[src/rtl/rr_arb_pkg.sv]
// Shared defaults and output-register state encoding for the round-robin issue arbiter.
package rr_arb_pkg;

    localparam int unsigned NUM_REQ_DEF = 8;
    localparam int unsigned IDX_W_DEF   = $clog2(NUM_REQ_DEF);
    localparam int unsigned DATA_W_DEF  = 32;

    typedef enum logic {
        EMPTY = 1'b0,
        FULL  = 1'b1
    } arb_state_e;

endpackage

[src/rtl/rr_pick.sv]
// Combinational round-robin selector: lowest valid index at or above ptr, else lowest valid overall.
module rr_pick
    import rr_arb_pkg::*;
#(
    parameter int unsigned NUM_REQ = NUM_REQ_DEF,
    parameter int unsigned IDX_W   = IDX_W_DEF
) (
    input  logic [NUM_REQ-1:0] valid_i,
    input  logic [IDX_W-1:0]   ptr_i,
    output logic [NUM_REQ-1:0] grant_c,
    output logic [IDX_W-1:0]   idx_c,
    output logic               any_valid_c
);

    logic             hi_found;
    logic             lo_found;
    logic [IDX_W-1:0] hi_idx;
    logic [IDX_W-1:0] lo_idx;

    // Two priority scans in one pass: one restricted to k >= ptr, one unrestricted for wrap-around.
    always_comb begin
        hi_found = 1'b0;
        lo_found = 1'b0;
        hi_idx   = '0;
        lo_idx   = '0;
        for (int unsigned k = 0; k < NUM_REQ; k++) begin
            if (valid_i[k] && !lo_found) begin
                lo_found = 1'b1;
                lo_idx   = IDX_W'(k);
            end
            if (valid_i[k] && !hi_found && (IDX_W'(k) >= ptr_i)) begin
                hi_found = 1'b1;
                hi_idx   = IDX_W'(k);
            end
        end
        any_valid_c = lo_found;
        idx_c       = hi_found ? hi_idx : lo_idx;
        grant_c     = lo_found ? (NUM_REQ'(1) << idx_c) : '0;
    end

endmodule

[src/rtl/rr_issue_arbiter.sv]
// Round-robin arbiter feeding a one-entry registered output stage with no-bubble reload.
// Optional per-requester burst lock enabled by defining RR_ARB_LOCK_EN.
module rr_issue_arbiter
    import rr_arb_pkg::*;
#(
    parameter int unsigned NUM_REQ = NUM_REQ_DEF,
    parameter int unsigned IDX_W   = IDX_W_DEF,
    parameter int unsigned DATA_W  = DATA_W_DEF
) (
    input  logic                        clk,
    input  logic                        rst,
    input  logic [NUM_REQ-1:0]          req_valid_i,
    input  logic [NUM_REQ*DATA_W-1:0]   req_data_i,
`ifdef RR_ARB_LOCK_EN
    input  logic [NUM_REQ-1:0]          req_lock_i,
`endif
    output logic [NUM_REQ-1:0]          req_ready_o,
    output logic                        out_valid_o,
    input  logic                        out_ready_i,
    output logic [DATA_W-1:0]           out_data_o,
    output logic [IDX_W-1:0]            out_idx_o
);

    arb_state_e         state_q, state_d;
    logic [IDX_W-1:0]   ptr_q, ptr_d;
    logic [IDX_W-1:0]   idx_q, idx_d;
    logic [DATA_W-1:0]  data_q, data_d;

    logic               can_load_c;
    logic               accept_c;
    logic [NUM_REQ-1:0] valid_masked_c;
    logic [NUM_REQ-1:0] grant_c;
    logic [IDX_W-1:0]   pick_idx_c;
    logic               any_valid_c;
    logic [IDX_W-1:0]   next_ptr_c;

`ifdef RR_ARB_LOCK_EN
    logic               lock_q, lock_d;
    logic [IDX_W-1:0]   lock_idx_q, lock_idx_d;

    // While a burst is locked only its owner may compete.
    always_comb begin
        valid_masked_c = req_valid_i;
        if (lock_q) begin
            valid_masked_c = req_valid_i & (NUM_REQ'(1) << lock_idx_q);
        end
    end
`else
    assign valid_masked_c = req_valid_i;
`endif

    rr_pick #(
        .NUM_REQ (NUM_REQ),
        .IDX_W   (IDX_W)
    ) u_pick (
        .valid_i     (valid_masked_c),
        .ptr_i       (ptr_q),
        .grant_c     (grant_c),
        .idx_c       (pick_idx_c),
        .any_valid_c (any_valid_c)
    );

    assign can_load_c  = (state_q == EMPTY) || out_ready_i;
    assign accept_c    = can_load_c && any_valid_c && !rst;
    assign req_ready_o = (can_load_c && !rst) ? grant_c : '0;
    assign next_ptr_c  = (pick_idx_c == IDX_W'(NUM_REQ - 1)) ? '0 : pick_idx_c + IDX_W'(1);

    always_comb begin
        state_d = state_q;
        ptr_d   = ptr_q;
        idx_d   = idx_q;
        data_d  = data_q;
`ifdef RR_ARB_LOCK_EN
        lock_d     = lock_q;
        lock_idx_d = lock_idx_q;
`endif
        if (accept_c) begin
            state_d = FULL;
            idx_d   = pick_idx_c;
            data_d  = req_data_i[32'(pick_idx_c) * DATA_W +: DATA_W];
`ifdef RR_ARB_LOCK_EN
            // Pointer moves only on the closing beat of a locked burst.
            if (req_lock_i[pick_idx_c]) begin
                lock_d     = 1'b1;
                lock_idx_d = pick_idx_c;
            end else begin
                lock_d = 1'b0;
                ptr_d  = next_ptr_c;
            end
`else
            ptr_d = next_ptr_c;
`endif
        end else if (out_ready_i) begin
            state_d = EMPTY;
        end
    end

    always_ff @(posedge clk or posedge rst) begin
        if (rst) begin
            state_q <= EMPTY;
            ptr_q   <= '0;
            idx_q   <= '0;
            data_q  <= '0;
`ifdef RR_ARB_LOCK_EN
            lock_q     <= 1'b0;
            lock_idx_q <= '0;
`endif
        end else begin
            state_q <= state_d;
            ptr_q   <= ptr_d;
            idx_q   <= idx_d;
            data_q  <= data_d;
`ifdef RR_ARB_LOCK_EN
            lock_q     <= lock_d;
            lock_idx_q <= lock_idx_d;
`endif
        end
    end

    assign out_valid_o = (state_q == FULL);
    assign out_idx_o   = idx_q;
    assign out_data_o  = data_q;

endmodule

[config.mk]
export PLATFORM = sky130hd
export DESIGN_NAME = rr_issue_arbiter
export DESIGN_NICKNAME = d
export VERILOG_FILES = /design/src/rtl/rr_arb_pkg.sv /design/src/rtl/rr_pick.sv /design/src/rtl/rr_issue_arbiter.sv
export SDC_FILE = /design/constraint.sdc
export NUM_CORES = 1
export LEC_CHECK = 0
export ABC_AREA = 1
export CORE_MARGIN = 1.5
export CORE_UTILIZATION = 34
export DETAILED_ROUTE_END_ITERATION = 10
export GPL_TIMING_DRIVEN = 0
export PLACE_DENSITY = 0.79
export SETUP_SLACK_MARGIN = 0.02
export SLEW_MARGIN = 20
export SYNTH_ARGS = -nofsm -noshare
export SYNTH_HDL_FRONTEND = slang
export SYNTH_SLANG_ARGS = --single-unit
[constraint.sdc]
create_clock -name clk -period 3 [get_ports clk]
set_input_delay 0.6 -clock clk [delete_from_list [all_inputs] [get_ports clk]]
set_output_delay 0.6 -clock clk [all_outputs]
set_load 0.02 [all_outputs]
**After elaboration in Yosys (flattened, before gate mapping)**

Cells that the tools add are included.

- Reduce and logical (&&, ||, !) cells: 42
- Eq/ne operators: 1
- Multiplexer cells: 36
- Order comparisons: 8
- Add/sub/neg operators: 1
- Bitwise gates (word level): 1
- Shift operators: 2

Operators with widths:

| kind | count |
|---|---|
| $shiftx A256 B9 Y32 | 1 |
| $mux W3 | 10 |
| $logic_and A1 B1 Y1 | 25 |
| $mux W1 | 20 |
| $mux W8 | 2 |
| $logic_not A1 Y1 | 15 |
| $ge A3 B3 Y1 const A | 4 |
| $mux W2 | 4 |
| $shl A1 B3 Y8 const A | 1 |
| $ge A1 B3 Y1 const A | 2 |
| $ge A2 B3 Y1 const A | 2 |
| $add A3 B1 Y3 const B | 1 |
| $eq A3 B3 Y1 const B | 1 |
| $reduce_bool A2 Y1 | 1 |
| $logic_or A1 B1 Y1 | 1 |
| $not A1 Y1 | 1 |

- Logic and storage cells: 95
- Output and inout bits: 44
- Bits in registers: 39
- Bits of input ports: 267

**Logic depth before layout (Yosys ltp)**

- Word-level depth: 35
- Mapped depth: 17
- Gate-level depth less buffers: 15

**Cells and area by module**

Synthesis repeated with hierarchy kept, for this count alone.

- Cell total of the unflattened synthesis: 1053
- Area, all modules: 5190.0 um2

By module, submodules not included:

| module | seq. area each (um2) | area each (um2) | cells each | times used |
|---|---|---|---|---|
| rr_issue_arbiter | 975.9 | 4782.1 | 967 | 1 |
| rr_pick | 0.0 | 407.9 | 86 | 1 |

**Least setup slack after synthesis**

OpenSTA, ideal clock, no wires.

- Kind: in2out
- Start: input port rst
- End: output port req_ready_o[0]
- Setup slack: -273 ps
- Stages on the path: 6
- Data required time: 2400 ps
- Arrival: 2673 ps
- Buffers on the path: 1
- Cell sequence: inv_1 > nand3_1 > nor2_4 > buf_2 > inv_2 > nor2_1

- Word-level cells in the longest chain between the ends: 3

Ends and longest elaborated chain:

| element | line | RTL |
|---|---|---|
| from (decl) | rr_issue_arbiter.sv:11 | `input logic rst,` |
| $logic_not A1 Y1 (no line) | - |  |
| $logic_and A1 B1 Y1 | rr_issue_arbiter.sv:65 | `assign req_ready_o = (can_load_c && !rst) ? grant_c : '0;` |
| $mux W8 | rr_issue_arbiter.sv:65 |  |
| to (decl) | rr_issue_arbiter.sv:17 | `output logic [NUM_REQ-1:0] req_ready_o,` |

No other way between the ends.

**Worst setup path in the final report**

- Start: input port rst
- End: output port req_ready_o[7]

Same word-level chain as after synthesis.

==> results.toml <==
[worst_setup_path]
max_stage_delay_ns = 0.72
crit_path_start_kind = "input pin"
worst-setup-path-type = "in2out"
critPathCaptureType = "output port"
crit_required_ns = 2.40
slowest_stage = "clkdlybuf4s50_1"
cp.arrival_ns = 2.36
path_cells = "clkdlybuf4s50_1, clkinvlp_4, nand3_4, clkbuf_2, nor2_1, buf_4"
critPathMaxFanout = 10

[global_routing]
grt_overflow = 0
grt_use_total = 0.3180
grt_pass1_vias = 6733
grt_max_degree = 21
grt_pass1_wl_mm = 36.00
grt_antenna_before_repair = 0

[synth]
synth_warnings = 0
synth_flop_cell = "dfrtp_1"
synth_area_leaders = "nand3_1, dfrtp_1, nand2_1"
syn-cell-area_um2 = 4758
synth-edff-count = 0
async_reset_ff_frac = 1.000
synth_seq_cells = 39
avgSynthCellArea_um2 = 5.377
synth_cell_types = 24
syn_inst = 885
synthTopCellsByCount = "nand3_1, nand2_1, inv_1, buf_2, dfrtp_1"
yosys.area.top_type = "nand3_1"
yosysMostFrequentCell = "nand3_1"
ys_seq_area_frac = 0.2051
syn_nets = 1158
synth.top_cell.area_share = 0.3418

[sta]
rsz0062_at_grt = "no"
slew_viol_final = 0
fin_crit_ns = 2.965
relSlewSlack = 0.5315
tightestPinTransition_ns = 0.6989
final-setup-viol-count = 0
fmax_mhz = 337.3
skew_ns = 0.006629
fin_crit_sh = 0.9882
hold_violations = 0

[routing]
highest_layer = "met4"
via_per_inst = 5.053
drtPass1Iterations = 7
vias = 7074
wl_met3_mm = 1.672
final_antenna_net_count = 0
met1_length_mm = 9.870
drc = 0
drt-initial-drc-count = 452
wl_per_cell_um = 17.08
dr_wl_met2_mm = 11.67
wl_mm = 23.91

[die]
die_area_um2 = 14710
die_w_um = 121.3
die_height_um = 121.3
core_region_area_um2 = 13770
num_rows = 43
initial_core_util = 0.3455
ioPinCount = 311

[final_layout]
layout-drive-gt1-share = 0.1041
finalNetCount = 1492
syn2layout_area_growth_pct = 79.54
n_antenna_cell = 0
stdcell_area_um2 = 8543

[power]
power_density_nw_per_um2 = 885.8
p_clk_frac = 0.080
p_total_mw = 7.568
intPower_mw = 3.518
seq_power_share = 0.128
p_leak_nw = 4.321
comb_power_share = 0.792
switching_power_mw = 4.050
switching_share = 0.5351
vdd_ir_drop_max_uv = 421.6

[placement]
gp_congestion = 0.9350
placed_cell_area_um2 = 8090
dp_hpwl_mm = 17.90
port_buffers = 310

[hold_path]
hold_class = "reg2reg"

[clocking]
cts_sinks = 39
clk_latency_ns = 0.29
clk_pin_slew_ns = 0.07
cts_inserted_buffers = 5
cts_tree = "built"
clk_path_buf_depth = 2
clockRootBuffer = "clkbuf_16"
h-tree-depth = 2

[job]
maxCapViolCount = 0

[status]
status = "finished clean"
==> sequential cells by signal, indices dropped and copies added, names as in the netlist <==
| signal | count |
|---|---|
| out_idx_o | 3 |
| out_valid_o | 1 |
| out_data_o | 32 |
| ptr_q | 3 |
==> critical path: cells and delay by family <==
family                 cells  cell delay (ns)
buffers and inverters      4             1.46
and+or+nand+nor            2             0.30
==> metal layers <==
layer	track usage	up-vias
li1	-	3464
met1	0.3924	3222
met2	0.5576	338
met3	0.05639	50
met4	0.1029	0
met5	0	-
==> power by group through the flow <==
stage          Clock (mW)  Sequential (mW)  Combinational, mW
2_1_floorplan           0             1.20               3.19
3_3_place_gp            0            0.947               5.48
3_5_place_dp            0            0.958               5.54
4_1_cts             0.608            0.954               5.88
5_1_grt             0.626            0.996               6.54
6_report            0.604            0.970               5.99
==> placed cells by master, fill, tap and decap left out, types with 2 or more instances in the layout <==
master,n
nor2_1,16
nand3_4,2
clkbuf_1,14
o21ai_0,5
o21ai_1,2
clkinvlp_4,2
nand2_2,9
buf_4,21
buf_6,4
clkbuf_16,5
clkdlybuf4s50_1,294
nor2_2,3
inv_4,2
clkbuf_8,2
nand2_4,2
nor2_4,6
ha_1,3
buf_1,6
o21a_1,2
buf_8,2
dlygate4sd2_1,2
inv_1,144
clkbuf_2,2
dfrtp_2,2
buf_2,44
nand2_1,241
inv_2,9
ha_4,3
dfrtp_1,37
nand3_1,324
==> per-stage QoR <==
step	hold slack [ns]	instances	setup WS [ns]	TNS (ns)	utilization
after floorplan	0.5139	885	0.1302	0	-
after global placement	0.4649	1375	-1.583	-37.19	0.5874
after detailed placement	0.4721	1375	-1.579	-36.63	0.5874
after CTS	0.4878	1400	0.02329	0	0.6164
after global routing	0.5215	1400	0.02947	0	0.6203
final	0.4883	1400	0.03547	0	0.6203
==> cell families after synthesis <==
logic type / Yosys count / share of synthesized area
buf+inv: 222 / 0.1901
simple gates: 605 / 0.5722
compound gates: 13 / 0.01683
fa+ha+maj: 6 / 0.01578
flops: 39 / 0.2051
==> final timing paths <==
check | startpoint | endpoint | slack (ns) | depth (start not counted)
max in group asynchronous | rst | out_data_o[25] | 1.62 | 2
worst max-delay path | rst | req_ready_o[7] | 0.04 | 6
worst max register to register | ptr_q[0] | out_data_o[25] | 0.55 | 14
worst min register to register | out_idx_o[1] | out_idx_o[1] | 0.49 | 2
min in group asynchronous | rst | ptr_q[0] | 0.99 | 2
worst min-delay path | out_idx_o[1] | out_idx_o[1] | 0.49 | 2
==> final cells by class <==
cell class              count  area, um2
inverters                 156      594.3
clock buffers               8      156.4
flip-flops and latches     39      978.4
repair buffers            328       3218
repair inverters            2      12.51
multi-input cells         624       3025
well taps                 180      225.2
fillers                  1374       5230
plain buffers              63      332.8
==> what timing repair did <==
item / 4_1_cts / 5_1_grt
hold buffers: 0 / 0
setup endpoints to repair: 44 / 8
setup buffers: 15 / 2
gates resized for setup: 75 / 39
pin swaps: 10 / 21
cloned: 3 / 0
(Power assumes the default switching activity.)
